===== src/rtl/cnn_pkg.sv =====
// Shared definitions for the CNN pipeline stages: default widths and the
// sequencer state encoding.
package cnn_pkg;

  localparam int DATA_W_DEF = 16;
  localparam int ADDR_W_DEF = 12;

  typedef enum logic [1:0] {
    IDLE,
    RUN,
    FLUSH,
    DONE
  } relu_state_e;

endpackage


===== src/rtl/relu_skid_fifo.sv =====
// Two-entry FIFO holding {last, data} result beats between the buffer read
// return and the downstream valid/ready port.
module relu_skid_fifo
  import cnn_pkg::*;
#(
  parameter int WIDTH = DATA_W_DEF + 1
) (
  input  logic             clk,
  input  logic             rst_n,
  input  logic             push,
  input  logic [WIDTH-1:0] push_data,
  input  logic             pop,
  output logic [WIDTH-1:0] head,
  output logic [1:0]       occupancy,
  output logic             full,
  output logic             empty
);

  logic [WIDTH-1:0] mem [2];
  logic             wr_ptr;
  logic             rd_ptr;
  logic             do_push;
  logic             do_pop;

  // A push into a full FIFO is only taken when the same cycle pops.
  assign do_pop  = pop && !empty;
  assign do_push = push && (!full || do_pop);

  always_ff @(posedge clk) begin
    if (!rst_n) begin
      mem[0]    <= '0;
      mem[1]    <= '0;
      wr_ptr    <= 1'b0;
      rd_ptr    <= 1'b0;
      occupancy <= 2'd0;
    end else begin
      if (do_push) begin
        mem[wr_ptr] <= push_data;
        wr_ptr      <= ~wr_ptr;
      end
      if (do_pop) begin
        rd_ptr <= ~rd_ptr;
      end
      occupancy <= occupancy + {1'b0, do_push} - {1'b0, do_pop};
    end
  end

  assign head  = mem[rd_ptr];
  assign full  = (occupancy == 2'd2);
  assign empty = (occupancy == 2'd0);

endmodule


===== src/rtl/relu_stream_ctrl.sv =====
// ReLU stage sequencer: reads a frame from the conv result buffer, clamps or
// bypasses each pixel and streams it out with backpressure-safe read throttling.
module relu_stream_ctrl
  import cnn_pkg::*;
#(
  parameter int DATA_W = DATA_W_DEF,
  parameter int ADDR_W = ADDR_W_DEF
) (
  input  logic              clk,
  input  logic              rst_n,
  input  logic              start,
  input  logic [ADDR_W-1:0] num_pix,
  input  logic              relu_en,
  output logic              busy,
  output logic              done,
  output logic              rd_en,
  output logic [ADDR_W-1:0] rd_addr,
  input  logic [DATA_W-1:0] rd_data,
  output logic [DATA_W-1:0] out_data,
  output logic              out_valid,
  input  logic              out_ready,
  output logic              out_last,
  output logic [ADDR_W-1:0] neg_count
);

  relu_state_e       state;
  logic [ADDR_W-1:0] num_q;
  logic              relu_q;
  logic              inflight;
  logic              inflight_last;
  logic              last_issue;
  logic              pop;
  logic [DATA_W-1:0] pix;
  logic [DATA_W:0]   head;
  logic [1:0]        occupancy;
  logic              full;
  logic              empty;
  logic [2:0]        slots;

  assign out_valid = !empty;
  assign out_data  = head[DATA_W-1:0];
  assign out_last  = head[DATA_W];
  assign pop       = out_valid && out_ready;

  // Buffered plus in-flight pixels that remain after this cycle's pop; a new
  // read is only issued while that leaves room in the two FIFO entries.
  assign slots      = ({1'b0, occupancy} + {2'b00, inflight}) - {2'b00, pop};
  assign rd_en      = (state == RUN) && !(full && !pop) && (slots < 3'd2);
  assign last_issue = (rd_addr == num_q - ADDR_W'(1));

  assign pix = (relu_q && rd_data[DATA_W-1]) ? '0 : rd_data;

  relu_skid_fifo #(
    .WIDTH (DATA_W + 1)
  ) u_fifo (
    .clk       (clk),
    .rst_n     (rst_n),
    .push      (inflight),
    .push_data ({inflight_last, pix}),
    .pop       (pop),
    .head      (head),
    .occupancy (occupancy),
    .full      (full),
    .empty     (empty)
  );

  always_ff @(posedge clk) begin
    if (!rst_n) begin
      state         <= IDLE;
      busy          <= 1'b0;
      done          <= 1'b0;
      rd_addr       <= '0;
      num_q         <= '0;
      relu_q        <= 1'b0;
      inflight      <= 1'b0;
      inflight_last <= 1'b0;
      neg_count     <= '0;
    end else begin
      inflight      <= rd_en;
      inflight_last <= rd_en && last_issue;
      if (rd_en) begin
        rd_addr <= rd_addr + ADDR_W'(1);
      end
      // Negatives are counted on return regardless of the clamp setting.
      if (inflight && rd_data[DATA_W-1] && (neg_count != '1)) begin
        neg_count <= neg_count + ADDR_W'(1);
      end

      case (state)
        IDLE: begin
          if (start) begin
            num_q     <= num_pix;
            relu_q    <= relu_en;
            neg_count <= '0;
            rd_addr   <= '0;
            if (num_pix == '0) begin
              state <= DONE;
              done  <= 1'b1;
            end else begin
              state <= RUN;
              busy  <= 1'b1;
            end
          end
        end
        RUN: begin
          if (rd_en && last_issue) begin
            state <= FLUSH;
          end
        end
        FLUSH: begin
          if (pop && out_last) begin
            state <= DONE;
            busy  <= 1'b0;
            done  <= 1'b1;
          end
        end
        DONE: begin
          done  <= 1'b0;
          state <= IDLE;
        end
        default: state <= IDLE;
      endcase
    end
  end

endmodule

===== config.mk =====
export PLATFORM = sky130hd
export DESIGN_NAME = relu_stream_ctrl
export DESIGN_NICKNAME = d
export VERILOG_FILES = /design/src/rtl/cnn_pkg.sv /design/src/rtl/relu_skid_fifo.sv /design/src/rtl/relu_stream_ctrl.sv
export SDC_FILE = /design/constraint.sdc
export NUM_CORES = 1
export LEC_CHECK = 0
export CAP_MARGIN = 0
export CELL_PAD_IN_SITES_DETAIL_PLACEMENT = 1
export CELL_PAD_IN_SITES_GLOBAL_PLACEMENT = 2
export CORE_ASPECT_RATIO = 1.25
export CORE_UTILIZATION = 33
export CTS_CLUSTER_SIZE = 40
export DETAILED_ROUTE_END_ITERATION = 16
export PLACE_DENSITY = 0.83
export SYNTH_ARGS = -nofsm -noshare
export SYNTH_HDL_FRONTEND = slang
export SYNTH_HIERARCHICAL = 1
export SYNTH_SLANG_ARGS = --single-unit

===== constraint.sdc =====
create_clock -name clk -period 3.74 [get_ports clk]
set_clock_uncertainty 0.2 [all_clocks]
set_input_delay 0.748 -clock clk [delete_from_list [all_inputs] [get_ports clk]]
set_output_delay 0.748 -clock clk [all_outputs]
set_load 0.005 [all_outputs]

==> impl_metrics.yaml, run 1 <==
power:
  pwr-share-seq_pct: 38.6
  p_leak_nw: 2.08
  p_clk_share_pct: 33.7
  internal-power_w: 0.00204
  p_per_area_nw_per_um2: 525
  switching_power_w: 0.000864
  switching_share_pct: 29.7
  ir_drop_uv: 221
  p_comb_share_pct: 27.6
  p_total_w: 0.00291
sta:
  finalCriticalPeriod_ps: 3650
  rsz0062_at_grt: "false"
  min_period_over_period_pct: 97.5
  fmax_mhz: 274
  setup_viol: 0
  final_hold_viol_count: 0
  tightest_slew_ps: 783
  slew-limit-headroom_pct: 47.7
  drv_slew: 0
placed_design:
  placed_area_um2: 5200
  io_buffers: 77
  globalplace.congestion: 0.756
  dp_hpwl_um: 7620
clocking:
  cts_max_level: 3
  cts_tree: "done"
  clkTransAtPathRegs_ps: 60
  post_cts_buffers: 0
  cts_buffers: 9
  cts-root-buf: "clkbuf_16"
  clock-sinks: 82
  cts_buffer_depth: 2
  cts_hold_buf: 0
  clk_latency_ps: 340
floorplan:
  die_x_um: 103
  pin_count: 78
  die_h_um: 129
  fp.dieArea_um2: 13300
  core_region_area_um2: 12300
  rows: 45
  start_util_pct: 34.3
detailed_routing:
  viasPerCell: 4.85
  via_count: 3247
  drt_iter0_drc: 84
  drtPass1Iterations: 4
  routedWlPerCell_um: 15.5
  route.detailed.drc: 0
  wl_um: 10400
  ant_nets: 0
setup_path:
  regToRegStartpoint: "u_fifo/occupancy[0]"
  cpPeakStageDelay_ps: 480
  crit_type: "primary input to output port"
  path_buf_inv: 3
  cp.arrival_ps: 2700
  crit_chain: "dlygate4sd2_1 -> nand2b_1 -> inv_1 -> ha_1 -> nor2b_2 -> fa_1 -> a2111oi_4 -> buf_2"
  regToRegEndpoint: "state[0]"
  cp_max_fo: 2
  cp.required_ps: 2790
  crit_family: "adder cells"
  endpoint_kind: "output port"
  r2r_cells: 12
  ff2ff_setup_slack_ps: 260
  critPathLaunchType: "primary input"
  slowest_stage: "fa_1"
grt:
  grt_pass1_vias: 3415
  grt_overflow: 0
  antenna_found_initial: 0
  track_usage_pct: 16.5
  grt_max_degree: 25
  grt_pass1_wl_um: 16700
logic_synthesis:
  async_flop_share_pct: 0
  netlist.area_leader.share_pct: 24.1
  avgSynthCellArea_um2: 10.2
  synth_area_leaders: "edfxtp_1 24%, dfxtp_1 23%, and2_1 8.3%"
  yosysWarnings: 6
  synthFlopType: "dfxtp_1"
  yosysUniqueCellTypes: 57
  synth_edf_count: 34
  synth_top_area_cell: "edfxtp_1"
  netlist_area_um2: 4240
  ys_ff_latch: 82
  synthesis.nets: 459
  seq_area_frac_synth_pct: 46.8
  syn-instance-count: 416
hold_path:
  hold_depth: 2
  hold_start: "relu_q"
  holdPathEnd: "relu_q"
  hp-class: "flop to flop"
layout:
  num_antenna_cells: 0
  design_area_um2: 5530
  nets: 543
  drive_gt1_share_pct: 12.1
  syn_to_final_growth_pct: 30.6
run:
  max-cap-violations: 0
run_status:
  status: "finished, final reports clean"
==> cell usage in the layout (no fill, tap or decap), types with 4 or more instances in the layout <==
cell,netlist,routed
clkdlybuf4s50_1,0,75
and2_1,56,56
dfxtp_1,48,48
nand2_1,41,41
edfxtp_1,34,34
nor2_1,32,32
xor2_1,21,21
a21oi_1,20,20
mux2_2,17,17
xnor2_1,16,16
inv_1,12,12
buf_4,0,11
ha_1,9,9
clkbuf_16,0,9
nand4_1,8,8
nor2b_1,8,7
o21ai_0,8,7
nand2b_1,6,6
nand3_1,6,6
nor3_1,5,5
and3_1,5,5
inv_6,0,5
and4_1,4,4
nor3b_1,4,4
==> registers in the layout, summed over array words and instances (netlist names), 2 cells and up, named ones only <==
signal / count
u_fifo/occupancy: 2
rd_addr: 12
neg_count: 12
state: 2
u_fifo/mem: 34
num_q: 12
==> power by group through the flow <==
| stage | combinational [W] | sequential (W) | clock, W |
|---|---|---|---|
| floorplan | 0.000517 | 0.00111 | 0 |
| global placement | 0.000788 | 0.00114 | 0 |
| detailed placement | 0.000815 | 0.00115 | 0 |
| CTS | 0.000815 | 0.00113 | 0.00101 |
| global route | 0.000891 | 0.00114 | 0.00105 |
| finish | 0.000802 | 0.00112 | 0.000980 |
==> kinds of logic (layout without fill, tap and decap cells) <==
group / after synthesis / after routing / share of synthesized area [%]
buffers and inverters: 28 / 117 / 3.25
flip-flops: 82 / 82 / 46.8
AND/OR/NAND/NOR: 192 / 192 / 25.4
multiplexers: 20 / 20 / 5.23
AO/OA/AOI/OAI: 46 / 46 / 8.04
adder cells (fa/ha/maj): 10 / 10 / 3.13
XOR/XNOR: 38 / 38 / 8.18
==> worst max path at each step <==
stage	startpoint	endpoint	slack, ps	cells after the start
CTS	out_ready	rd_en	60	8
floorplan	out_ready	state[0]	250	11
detailed placement	out_ready	rd_en	-480	9
global placement	out_ready	rd_en	-440	9
finish	out_ready	rd_en	90	8
global route	out_ready	rd_en	10	8
==> metal layers <==
metal / wire [µm] / part of all wire, % / GRT usage, % / up-vias
met5: 0 / 0 / 0 / -
li1: - / - / - / 1606
met2: 5560 / 54 / 30.7 / 71
met4: 131 / 1.3 / 5.88 / 0
met3: 336 / 3.2 / 3.31 / 10
met1: 4320 / 42 / 18.2 / 1560
==> cells in the mapped netlist (all sizes together), types with 2 or more instances <==
cell type and number:
inv 12, o21ai 8, and2 58, nor3 5, or3b 2, buf 7
nand3 6, a2111oi 4, nand2 41, clkbuf 8, and3 8, a21oi 20
xnor2 16, nor3b 4, nor2 32, nand4 9, mux2 17, nand2b 6
dfxtp 48, xor2 21, edfxtp 34, ha 9, mux2i 3, and4 4
a211o 3, nor2b 8, nor4b 2, nor4 2
==> cell type report <==
cell class / count / area [µm²]
clock inverter: 7 / 104
tap: 164 / 205
multi-input combinational: 306 / 2120
timing repair buffer: 88 / 847
inverter: 13 / 48.8
fill: 1368 / 6800
sequential: 82 / 1980
clock buffer: 9 / 225
==> metrics by stage <==
step / util (%) / worst slack (ps) / setup TNS (ps) / hold slack, ps / instances
3_5_place_dp: 42.2 / -481 / -2040 / 281 / 653
2_1_floorplan: - / 246 / 0 / 248 / 416
4_1_cts: 44.9 / 62.8 / 0 / 290 / 669
6_report: 44.9 / 92.4 / 0 / 287 / 669
5_1_grt: 44.9 / 9.76 / 0 / 321 / 669
3_3_place_gp: 42.2 / -444 / -1210 / 275 / 653
==> repair_timing <==
action	CTS	global route
resized for setup	6	0
endpoints found under the hold margin	0	0
endpoints found under the setup margin	2	0
==> worst reg2reg max path: stages, from the launching register on <==
cell and delay, ps:
dfxtp_1 370, nor2_1 150, nand2b_1 140, inv_1 60
ha_1 290, nor2b_2 140, fa_1 480, a2111oi_4 460
buf_4 250, nand4_2 110, a2111oi_4 290, a2111oi_1 150
a211o_1 290
No activity file was read; power rests on OpenSTA's default activity.
==> run 2, diff against run 1 <==
--- a/config.mk
+++ b/config.mk
@@ -5,10 +5,9 @@
 export SDC_FILE = /design/constraint.sdc
 export NUM_CORES = 1
 export LEC_CHECK = 0
-export CAP_MARGIN = 0
 export CELL_PAD_IN_SITES_DETAIL_PLACEMENT = 1
 export CELL_PAD_IN_SITES_GLOBAL_PLACEMENT = 2
-export CORE_ASPECT_RATIO = 1.25
+export CORE_ASPECT_RATIO = 1.1
 export CORE_UTILIZATION = 33
 export CTS_CLUSTER_SIZE = 40
 export DETAILED_ROUTE_END_ITERATION = 16
==> run 2 against run 1 <==
  * Routed wire length up 2.3%
  * Highest routed layer unchanged
  * First-iteration DRC count up 38%
  * Worst hold slack about the same
  * Sequential power about the same
==> impl_metrics.yaml, run 2 (same netlist as run 1, synthesis figures left out) <==
placed_design:
  io_buffers: 77
  dp_hpwl_um: 7850
  pre_cts_slack_ps: -437
  globalplace.congestion: 0.784
  dp.cells: 647
setup_path:
  path_buf_inv: 4
  cp.required_ps: 2790
  crit_chain: "dlygate4sd2_1 -> nand2b_1 -> inv_1 -> ha_1 -> nor2b_1 -> fa_2 -> xnor2_2 -> a2111oi_4 -> buf_4 -> clkdlybuf4s15_2"
  r2r_cells: 14
  cp.arrival_ps: 2690
  regToRegStartpoint: "u_fifo/occupancy[1]"
  cp_max_fo: 2
  crit_type: "primary input to output port"
  crit_family: "buffers and inverters"
  critPathLaunchType: "primary input"
  endpoint_kind: "output port"
  regToRegEndpoint: "state[0]"
  cpPeakStageDelay_ps: 350
  ff2ff_setup_slack_ps: 340
  slowest_stage: "fa_2"
floorplan:
  fp.dieArea_um2: 13300
  rows: 43
  pin_count: 78
  core_region_area_um2: 12500
  start_util_pct: 33.8
  die_x_um: 110
  die_h_um: 121
detailed_routing:
  viasPerCell: 4.90
  drtPass1Iterations: 4
  drt_iter0_drc: 116
  wl_um: 10600
  via_count: 3279
  ant_nets: 0
  routedWlPerCell_um: 15.8
  route.detailed.drc: 0
clocking:
  clkTransAtPathRegs_ps: 60
  clock-sinks: 82
  cts_tree: "done"
  cts_max_level: 3
  cts_buffer_depth: 2
  cts_hold_buf: 0
  cts-root-buf: "clkbuf_16"
  clk_latency_ps: 330
  cts_buffers: 9
sta:
  setup_viol: 0
  finalCriticalPeriod_ps: 3640
  slew-limit-headroom_pct: 43.0
  finalWorstSetupSlack_ps: 98.3
  drv_slew: 0
  tightest_slew_ps: 854
  rsz0062_at_grt: "false"
  fin_hold_ws_ps: 287
  final_hold_viol_count: 0
  fmax_mhz: 275
  min_period_over_period_pct: 97.4
  tns_ps: 0
layout:
  drive_gt1_share_pct: 13.3
  final_common_cell: "clkdlybuf4s50_1"
  layout_common_cells: "75 x clkdlybuf4s50_1, 56 x and2_1, 48 x dfxtp_1"
  num_antenna_cells: 0
  fillCellCount: 1429
  multi_input_area_um2: 2130
  largest_reg_flops: 34
  syn_to_final_growth_pct: 30.9
  regMostFlops: "u_fifo/mem"
  nets: 550
  finalNonFillerCells: 669
  seq_area_um2: 1980
grt:
  gr-usage-met3_pct: 2.96
  grt_max_degree: 25
  track_usage_pct: 17.1
  antenna_found_initial: 0
  grt_pass1_vias: 3595
  grt_overflow: 0
  met2_usage_pct: 31.7
  grt_pass1_wl_um: 17300
  met1_usage_pct: 19.8
  gr-max-usage-layer: "met2"
hold_path:
  hold_depth: 2
  holdPathEnd: "num_q[11]"
  hp-class: "flop to flop"
  hold_start: "num_q[11]"
run:
  max-cap-violations: 0
power:
  p_leak_nw: 2.10
  p_total_w: 0.00280
  ir_drop_uv: 209
  p_per_area_nw_per_um2: 505
run_status:
  status: "finished, final reports clean"
## run 2: cell count changes in the layout (fill, tap and decap cells not counted), sizes merged
cell,before,now
buf,12,18
inv,17,12
clkbuf,9,12
clkinv,1,4
bufinv,2,0
clkdlybuf4s15,0,1
clkinvlp,0,1
## run 2: cell type report
cell class                      instances  share of cell area [%]
Tap cell                              157                    3.54
Timing Repair Buffer                   95                    16.3
Clock buffer                           12                    4.67
Multi-Input combinational cell        306                    38.3
Inverter                               13                   0.880
Sequential cell                        82                    35.7
Clock inverter                          4                   0.474
## run 2: worst max-delay path by stage
stage,start,endpoint,slack [ps],cells after the start
after floorplan,out_ready,state[0],250,11
after global placement,out_ready,rd_en,-410,10
after detailed placement,out_ready,rd_en,-440,10
after CTS,out_ready,rd_en,60,10
after global routing,out_ready,rd_en,10,10
final,out_ready,rd_en,100,10
## run 2: stage by stage
step	util (%)	cell area [µm²]
final	44.2	5540
after global routing	44.2	5540
after CTS	44.2	5540
after detailed placement	41.5	5200
after global placement	41.5	5200
after floorplan	-	4240
## run 2: repair_timing
item / in CTS / in global routing
setup buffers: 6 / 0
pin swaps: 2 / 1
setup endpoints to repair: 1 / 1
gates resized for setup: 6 / 0
## run 2: power by group
part | switching [W] | internal [W] | leakage, nW | total [W]
Sequential | 0.0000728 | 0.00104 | 0.743 | 0.00111
Combinational | 0.000415 | 0.000435 | 1.22 | 0.000850
Clock | 0.000348 | 0.000492 | 0.141 | 0.000840
Total | 0.000835 | 0.00196 | 2.10 | 0.00280
## run 2: per-layer routing
metal,part of all wire (%),wire [µm]
met5,0,0
met4,0.92,97
met3,3.9,410
met2,52,5500
met1,43,4590
## run 2: worst register-to-register path: cells and delay by family, from the launching register on
kind | cells | cell delay (ps)
xor+xnor | 1 | 160
buf+inv | 3 | 400
fa+ha+maj | 2 | 640
simple gates | 4 | 530
flops | 1 | 310
compound gates | 4 | 1050
